===== config.mk =====
export PLATFORM = sky130hd
export DESIGN_NAME = uart_rx_core_flat
export DESIGN_NICKNAME = d
export VERILOG_FILES = /design/src/rtl/uart_pkg.sv /design/src/rtl/uart_rx_core_if.sv /design/src/rtl/uart_rx_sync.sv /design/src/rtl/uart_rx_core.sv /design/src/flat_wrapper.sv
export SDC_FILE = /design/constraint.sdc
export NUM_CORES = 1
export LEC_CHECK = 0
export ABC_AREA = 1
export CAP_MARGIN = 25
export CORE_UTILIZATION = 35
export CTS_BUF_LIST = sky130_fd_sc_hd__clkbuf_8
export DETAILED_ROUTE_END_ITERATION = 10
export GPL_TIMING_DRIVEN = 1
export PLACE_DENSITY = 0.58
export SLEW_MARGIN = 20
export SYNTH_ARGS = -nofsm -noshare
export SYNTH_HDL_FRONTEND = slang
export SYNTH_SLANG_ARGS = --single-unit
export TNS_END_PERCENT = 5

===== constraint.sdc =====
create_clock -name ref_clk -period 1.6 [get_ports ref_clk]
set_input_delay 0.32 -clock ref_clk [delete_from_list [all_inputs] [get_ports ref_clk]]
set_output_delay 0.32 -clock ref_clk [all_outputs]
set_load 0.03 [all_outputs]

===== src/rtl/uart_pkg.sv =====
// ----------------------------------------------------------------------------
// uart_pkg
// Shared types and constants for the UART receiver slice.
//   rx_state_t     : receiver FSM states (IDLE, START, DATA, STOP)
//   OVERSAMPLE_DEF : default number of sample strobes per bit period
//   DATA_BITS_DEF  : default number of data bits per frame
//   clog2()        : counter width helper, never returns less than 1
// ----------------------------------------------------------------------------
package uart_pkg;

    localparam int OVERSAMPLE_DEF = 8;
    localparam int DATA_BITS_DEF  = 8;

    typedef enum logic [1:0] {
        IDLE  = 2'd0,
        START = 2'd1,
        DATA  = 2'd2,
        STOP  = 2'd3
    } rx_state_t;

    // Width needed to count 0..value-1. It is clamped to 1 so that a
    // degenerate parameter never produces a zero-width vector.
    function automatic int clog2(input int value);
        int result;
        int span;
        result = 0;
        span   = 1;
        while (span < value) begin
            span   = span * 2;
            result = result + 1;
        end
        return (result < 1) ? 1 : result;
    endfunction

endpackage


===== src/rtl/uart_rx_core_if.sv =====
// ----------------------------------------------------------------------------
// uart_rx_core_if
// Bundles the receiver's line-side inputs and byte-side outputs.
//   samp_clk  : sample enable strobe (ref_clk domain)
//   in        : raw serial line
//   ready     : one-cycle pulse, new byte on out
//   out[7:0]  : last received byte
//   frame_err : stop bit error pulse (only when UART_RX_FRAME_ERR_EN is defined)
// Modports: master = receiver side, slave = line driver / byte consumer side.
// ----------------------------------------------------------------------------
interface uart_rx_core_if;

    logic       samp_clk;
    logic       in;
    logic       ready;
    logic [7:0] out;
`ifdef UART_RX_FRAME_ERR_EN
    logic       frame_err;

    modport master (input samp_clk, input in, output ready, output out, output frame_err);
    modport slave  (output samp_clk, output in, input ready, input out, input frame_err);
`else
    modport master (input samp_clk, input in, output ready, output out);
    modport slave  (output samp_clk, output in, input ready, input out);
`endif

endinterface


===== src/rtl/uart_rx_sync.sv =====
// ----------------------------------------------------------------------------
// uart_rx_sync
// Two-flop synchronizer for the asynchronous serial line.
//   ref_clk  : clock
//   reset    : asynchronous active-low reset, loads PRESET into both flops
//   i_async  : asynchronous input
//   o_sync   : synchronized output
// PRESET is the idle line level so that reset never looks like a start bit.
// ----------------------------------------------------------------------------
module uart_rx_sync #(
    parameter logic PRESET = 1'b0
) (
    input  logic ref_clk,
    input  logic reset,
    input  logic i_async,
    output logic o_sync
);

    logic r_meta;
    logic r_sync;

    // Two back-to-back flops give the first one a full cycle to settle
    // before the value is used by any decision logic.
    always_ff @(posedge ref_clk or negedge reset) begin
        if (!reset) begin
            r_meta <= PRESET;
            r_sync <= PRESET;
        end else begin
            r_meta <= i_async;
            r_sync <= r_meta;
        end
    end

    assign o_sync = r_sync;

endmodule


===== src/rtl/uart_rx_core.sv =====
// ----------------------------------------------------------------------------
// uart_rx_core
// Oversampling async serial receiver: one start bit, DATA_BITS data bits
// LSB first, one stop bit, no parity.
//   ref_clk : sole clock
//   reset   : asynchronous active-low reset
//   bus     : uart_rx_core_if.master (samp_clk, in, ready, out[, frame_err])
// Parameters: OVERSAMPLE (strobes per bit), DATA_BITS (<=8), IDLE_LEVEL.
// Optional feature macro: UART_RX_FRAME_ERR_EN adds the frame_err pulse.
// ----------------------------------------------------------------------------
module uart_rx_core
    import uart_pkg::*;
#(
    parameter int   OVERSAMPLE = OVERSAMPLE_DEF,
    parameter int   DATA_BITS  = DATA_BITS_DEF,
    parameter logic IDLE_LEVEL = 1'b0
) (
    input logic            ref_clk,
    input logic            reset,
    uart_rx_core_if.master bus
);

    localparam int PH_W  = clog2(OVERSAMPLE);
    localparam int BIT_W = clog2(DATA_BITS + 1);
    localparam int ALIGN = 8 - DATA_BITS;

    localparam logic [PH_W-1:0]  PH_ONE   = PH_W'(1);
    localparam logic [PH_W-1:0]  PH_MID   = PH_W'(OVERSAMPLE / 2);
    localparam logic [PH_W-1:0]  PH_LAST  = PH_W'(OVERSAMPLE - 1);
    localparam logic [BIT_W-1:0] BIT_LAST = BIT_W'(DATA_BITS - 1);

    logic w_sIn;
    logic w_startLvl;

    rx_state_t        r_state;
    logic [PH_W-1:0]  r_phase;
    logic [BIT_W-1:0] r_bitCnt;
    logic [7:0]       r_shift;
    logic [7:0]       r_out;
    logic             r_ready;
`ifdef UART_RX_FRAME_ERR_EN
    logic             r_frameErr;
`endif

    assign w_startLvl = ~IDLE_LEVEL;

    uart_rx_sync #(
        .PRESET (IDLE_LEVEL)
    ) u_sync (
        .ref_clk (ref_clk),
        .reset   (reset),
        .i_async (bus.in),
        .o_sync  (w_sIn)
    );

    // Receiver FSM. Timing is counted in sample strobes: the start edge is
    // confirmed half a bit later, then every full bit period lands in the
    // middle of the next bit. Data shifts in at the MSB, so after DATA_BITS
    // shifts the byte sits in the top bits and is right-aligned on delivery,
    // which leaves unused MSBs at zero. ready (and frame_err) default low
    // every ref_clk cycle so a pulse lasts exactly one cycle regardless of
    // samp_clk.
    always_ff @(posedge ref_clk or negedge reset) begin
        if (!reset) begin
            r_state    <= IDLE;
            r_phase    <= '0;
            r_bitCnt   <= '0;
            r_shift    <= '0;
            r_out      <= '0;
            r_ready    <= 1'b0;
`ifdef UART_RX_FRAME_ERR_EN
            r_frameErr <= 1'b0;
`endif
        end else begin
            r_ready    <= 1'b0;
`ifdef UART_RX_FRAME_ERR_EN
            r_frameErr <= 1'b0;
`endif
            if (bus.samp_clk) begin
                unique case (r_state)
                    IDLE: begin
                        if (w_sIn == w_startLvl) begin
                            r_state <= START;
                            r_phase <= PH_ONE;
                        end
                    end
                    START: begin
                        if (r_phase == PH_MID) begin
                            r_phase <= '0;
                            if (w_sIn == w_startLvl) begin
                                r_state  <= DATA;
                                r_bitCnt <= '0;
                                r_shift  <= '0;
                            end else begin
                                r_state <= IDLE;
                            end
                        end else begin
                            r_phase <= r_phase + PH_ONE;
                        end
                    end
                    DATA: begin
                        if (r_phase == PH_LAST) begin
                            r_phase <= '0;
                            r_shift <= {w_sIn, r_shift[7:1]};
                            if (r_bitCnt == BIT_LAST) begin
                                r_state <= STOP;
                            end else begin
                                r_bitCnt <= r_bitCnt + BIT_W'(1);
                            end
                        end else begin
                            r_phase <= r_phase + PH_ONE;
                        end
                    end
                    STOP: begin
                        if (r_phase == PH_LAST) begin
                            r_phase    <= '0;
                            r_bitCnt   <= '0;
                            r_out      <= r_shift >> ALIGN;
                            r_ready    <= 1'b1;
`ifdef UART_RX_FRAME_ERR_EN
                            r_frameErr <= (w_sIn != IDLE_LEVEL);
`endif
                            r_state    <= IDLE;
                        end else begin
                            r_phase <= r_phase + PH_ONE;
                        end
                    end
                    default: begin
                        r_state <= IDLE;
                        r_phase <= '0;
                    end
                endcase
            end
        end
    end

    assign bus.ready = r_ready;
    assign bus.out   = r_out;
`ifdef UART_RX_FRAME_ERR_EN
    assign bus.frame_err = r_frameErr;
`endif

endmodule


===== src/flat_wrapper.sv =====
// flat-port wrapper written by rule: the top's interface ports become plain ports
module uart_rx_core_flat import uart_pkg::*;
#(
    parameter int   OVERSAMPLE = OVERSAMPLE_DEF,
    parameter int   DATA_BITS  = DATA_BITS_DEF,
    parameter logic IDLE_LEVEL = 1'b0
)
  (ref_clk, reset, bus_samp_clk, bus_in, bus_ready, bus_out);
  uart_rx_core_if bus_i ();
  input logic ref_clk;
  input logic reset;
  input wire logic [$bits(bus_i.samp_clk)-1:0] bus_samp_clk;
  input wire logic [$bits(bus_i.in)-1:0] bus_in;
  output wire logic [$bits(bus_i.ready)-1:0] bus_ready;
  output wire logic [$bits(bus_i.out)-1:0] bus_out;
  assign bus_i.samp_clk = bus_samp_clk;
  assign bus_i.in = bus_in;
  assign bus_ready = bus_i.ready;
  assign bus_out = bus_i.out;
  uart_rx_core #(.OVERSAMPLE(OVERSAMPLE), .DATA_BITS(DATA_BITS), .IDLE_LEVEL(IDLE_LEVEL)) u_core (.ref_clk(ref_clk), .reset(reset), .bus(bus_i));
endmodule

==> results.md <==
* Status: completed
* Vias after detailed routing at 1053
* Placeable core region at about 3700 µm²
* CTS H-tree lvls at 1
* Setup violators final at 0
* Top cell type's share of synthesized area at 0.515
* Synth Register Bits at 28
* Hold Path Class: reg2reg
* Critical path's largest stage delay at 410 ps
* Fmax at 644 MHz
* Sw frac at 0.365
* Largest net degree at the start of global routing at 29
* Critical Path End: u_core.bus.out[2]$_DFFE_PN0P_
* NetSw at around 790 µW
* Die W at approximately 64 µm
* IO Count at 13
* Cell area after synthesis at 1360 µm²
* Die ar. at 4140 µm²
* Starting density of the core at 0.369
* Clock tree buffer depth at 2
* Final setup margin at around 47 ps
* WL per Instance at 11.4 µm
* Reg power frac at 0.412
* Reg2reg end: u_core.bus.out[2]$_DFFE_PN0P_
* Endpoints failing hold at 0
* Vias per Instance at 4.81
* Worst slack, placed at -62.7 ps
* R2R Path Start: u_core.r_phase[0]$_DFFE_PN0P_
* TritonRoute pass-1 iters at 4
* Final TNS setup at 0 ps
* Area Growth Syn to Fin at 21.7%
* Yosys cell types at 22
* Antenna violations before repair at 0
* First-pass GRT wire length at between 4000 and 5000 µm
* Yosys top cell by area: dfrtp_1
* Vias in the first global route at 968
* Flop2flop setup slack at between 40 and 50 ps
* Clk network pwr share at 0.253
* DR iter-0 viols at 44
* Global route overflow at 0
* CTS tree: yes
* Internal power at 1.38 mW
* Hold Path Depth at 0
* Final period util at 0.971
* Post-synth net total at 160
* All-Layer GR Usage at 0.130
* Max-Slew Margin vs Limit at 0.728
* Leading post-synthesis cells by cell area: dfrtp_1 52%, nand2_1 14%, mux2_2 6.6%, ha_1 4.6%, nand3_1 4.4%
* Die Span Y at 64.3 µm
* Clock sinks at 28
* CP max FO at 8
* Share of cells above drive strength 1 at 0.211
* Hpwl dp at 1870 µm
* Crit. End Element: flop
* Clock transition at path regs at 90 ps
* Port Buffer Count at 12
* Crit-path cells: ha_2, ha_1, nand4_2, mux2_2
* Slew @ Worst Pin at 408 ps
* Root Driver: clkbuf_8
* Combinational share of power at 0.335
* Synth Warn # at 0
* Final Slew Violations at 0
* Gate Count Post-Synth at 151
* Syn Area/Cell at 9.01 µm²
* Antenna-violating nets left at 0
* Crit Path Class: reg2reg
* Row count at 22
* Crit path time final at 1550 ps
* Cell count of the worst reg-to-reg path at 4
* Worst Path Arrival at 1710 ps
* PwrDens at 1310 nW/µm²
* Crit path from: u_core.r_phase[0]$_DFFE_PN0P_
* WP data required at 1760 ps
* RSZ-0062 raised after global routing: yes
* Routed wire length at 2490 µm
* Worst VDD drop at 0.561 mV
* Max stage delay cell, worst path: dfrtp_1
* P_leak at 0.924 nW
* DRC at 0
* Worst setup SP type: flop
* Diodes inserted at 0
* Worst Skew at 4.33 ps
* RePlAce Congestion at 0.852
* Fillers at 369
* Seq/Total Area, Yosys at 0.515
* MaxCap Viol Count at 0
* Net count, final at 181
* Clk_lat worst skew at between 200 and 300 ps
* Cts bufs inserted at 3
* Post-CTS Hold Buffers at 0
[state kept, by name (all words and copies together) (netlist names), named ones only]
name / flops
u_core.r_shift: 8
u_core.bus.ready: 1
u_core.u_sync.r_meta: 1
u_core.bus.out: 8
u_core.r_phase: 3
u_core.r_state: 1
u_core.u_sync.o_sync: 1
u_core.r_bitCnt: 4
[kinds of logic after synthesis]
logic type | synth area share
flip-flops | 0.515
AO/OA/AOI/OAI | 0.0202
multiplexers | 0.0662
AND/OR/NAND/NOR | 0.298
adder cells (fa/ha/maj) | 0.0460
buffers and inverters | 0.0543
[layer usage]
metal / wire length [µm] / global-route usage / share of wire / vias to the layer above
li1: - / - / - / 525
met1: 1150 / 0.156 / 0.46 / 514
met4: 17 / 0.0500 / 0.0068 / 0
met3: 45 / 0.0214 / 0.018 / 2
met5: 0 / 0 / 0 / -
met2: 1280 / 0.230 / 0.51 / 12
[placed cells by master (no fill, tap or decap)]
cell type        count
dlymetal6s2s_1       1
nand2_4              1
nor2_4               4
nand2_2              4
nor4_1               1
nand2_1             51
a21oi_1              2
nor2_2               4
clkbuf_8             3
nand4_2              1
nor3b_1              1
inv_4                1
o21ai_0              2
buf_4                6
nand3_1             12
clkdlybuf4s50_1      3
nand4_1              2
ha_1                 4
o211ai_1             1
mux2_2               8
dlygate4sd2_1        8
inv_1               11
ha_2                 1
bufinv_16            1
dfrtp_1             28
nor3_1               1
inv_2                2
nor2_1               7
[stage by stage]
step	hold WS (ps)	cells	total power, mW	cell area, µm²	util
5_1_grt	389	219	2.32	1660	0.449
4_1_cts	367	218	2.12	1620	0.439
3_3_place_gp	339	214	1.52	1560	0.423
2_1_floorplan	24.4	151	1.41	1360	-
6_report	362	219	2.17	1660	0.449
3_5_place_dp	344	214	1.56	1560	0.423
[worst min path at each step]
stage / startpoint / endpoint
floorplan: reset / async pin
global placement: u_core.u_sync.r_meta$_DFF_PN0_ / u_core.u_sync.o_sync$_DFF_PN0_
detailed placement: u_core.u_sync.r_meta$_DFF_PN0_ / u_core.u_sync.o_sync$_DFF_PN0_
CTS: u_core.u_sync.r_meta$_DFF_PN0_ / u_core.u_sync.o_sync$_DFF_PN0_
global route: u_core.u_sync.r_meta$_DFF_PN0_ / u_core.u_sync.o_sync$_DFF_PN0_
finish: u_core.u_sync.r_meta$_DFF_PN0_ / u_core.u_sync.o_sync$_DFF_PN0_
[worst max-delay path: cells and delay by family, from the launching register on]
| kind | cells | cell delay, ps |
|---|---|---|
| mux | 1 | 370 |
| simple gates | 1 | 230 |
| fa+ha+maj | 2 | 430 |
| flops | 1 | 410 |
[final cells by class]
type | count | area (µm²) | share of cell area
Inverter | 14 | 55.1 | 0.0333
Multi-Input combinational cell | 107 | 611 | 0.369
Clock buffer | 3 | 41.3 | 0.0249
Sequential cell | 28 | 701 | 0.423
Clock inverter | 1 | 30.0 | 0.0181
Tap cell | 48 | 60.1 | 0.0363
Timing Repair Buffer | 18 | 158 | 0.0952
[Yosys cell counts, drive strengths merged]
library cell  count
nor4              1
nand3            12
a21oi             2
dfrtp            28
inv              14
nor3b             1
ha                5
buf               2
nor3              1
mux2              8
o211ai            1
nand4             3
nand2            56
o21ai             2
nor2             15
[power groups by stage]
stage,logic [mW],registers (mW),clock network (mW)
finish,0.727,0.892,0.549
global placement,0.617,0.905,0
floorplan,0.578,0.836,0
CTS,0.653,0.895,0.574
global route,0.816,0.908,0.593
detailed placement,0.651,0.909,0
[timing repair]
action                                  4_1_cts  5_1_grt
setup buffers                                 0        1
endpoints found under the setup margin        9       22
gates resized for setup                       8        8
pin swaps                                     0        2
(Power assumes the default switching activity.)
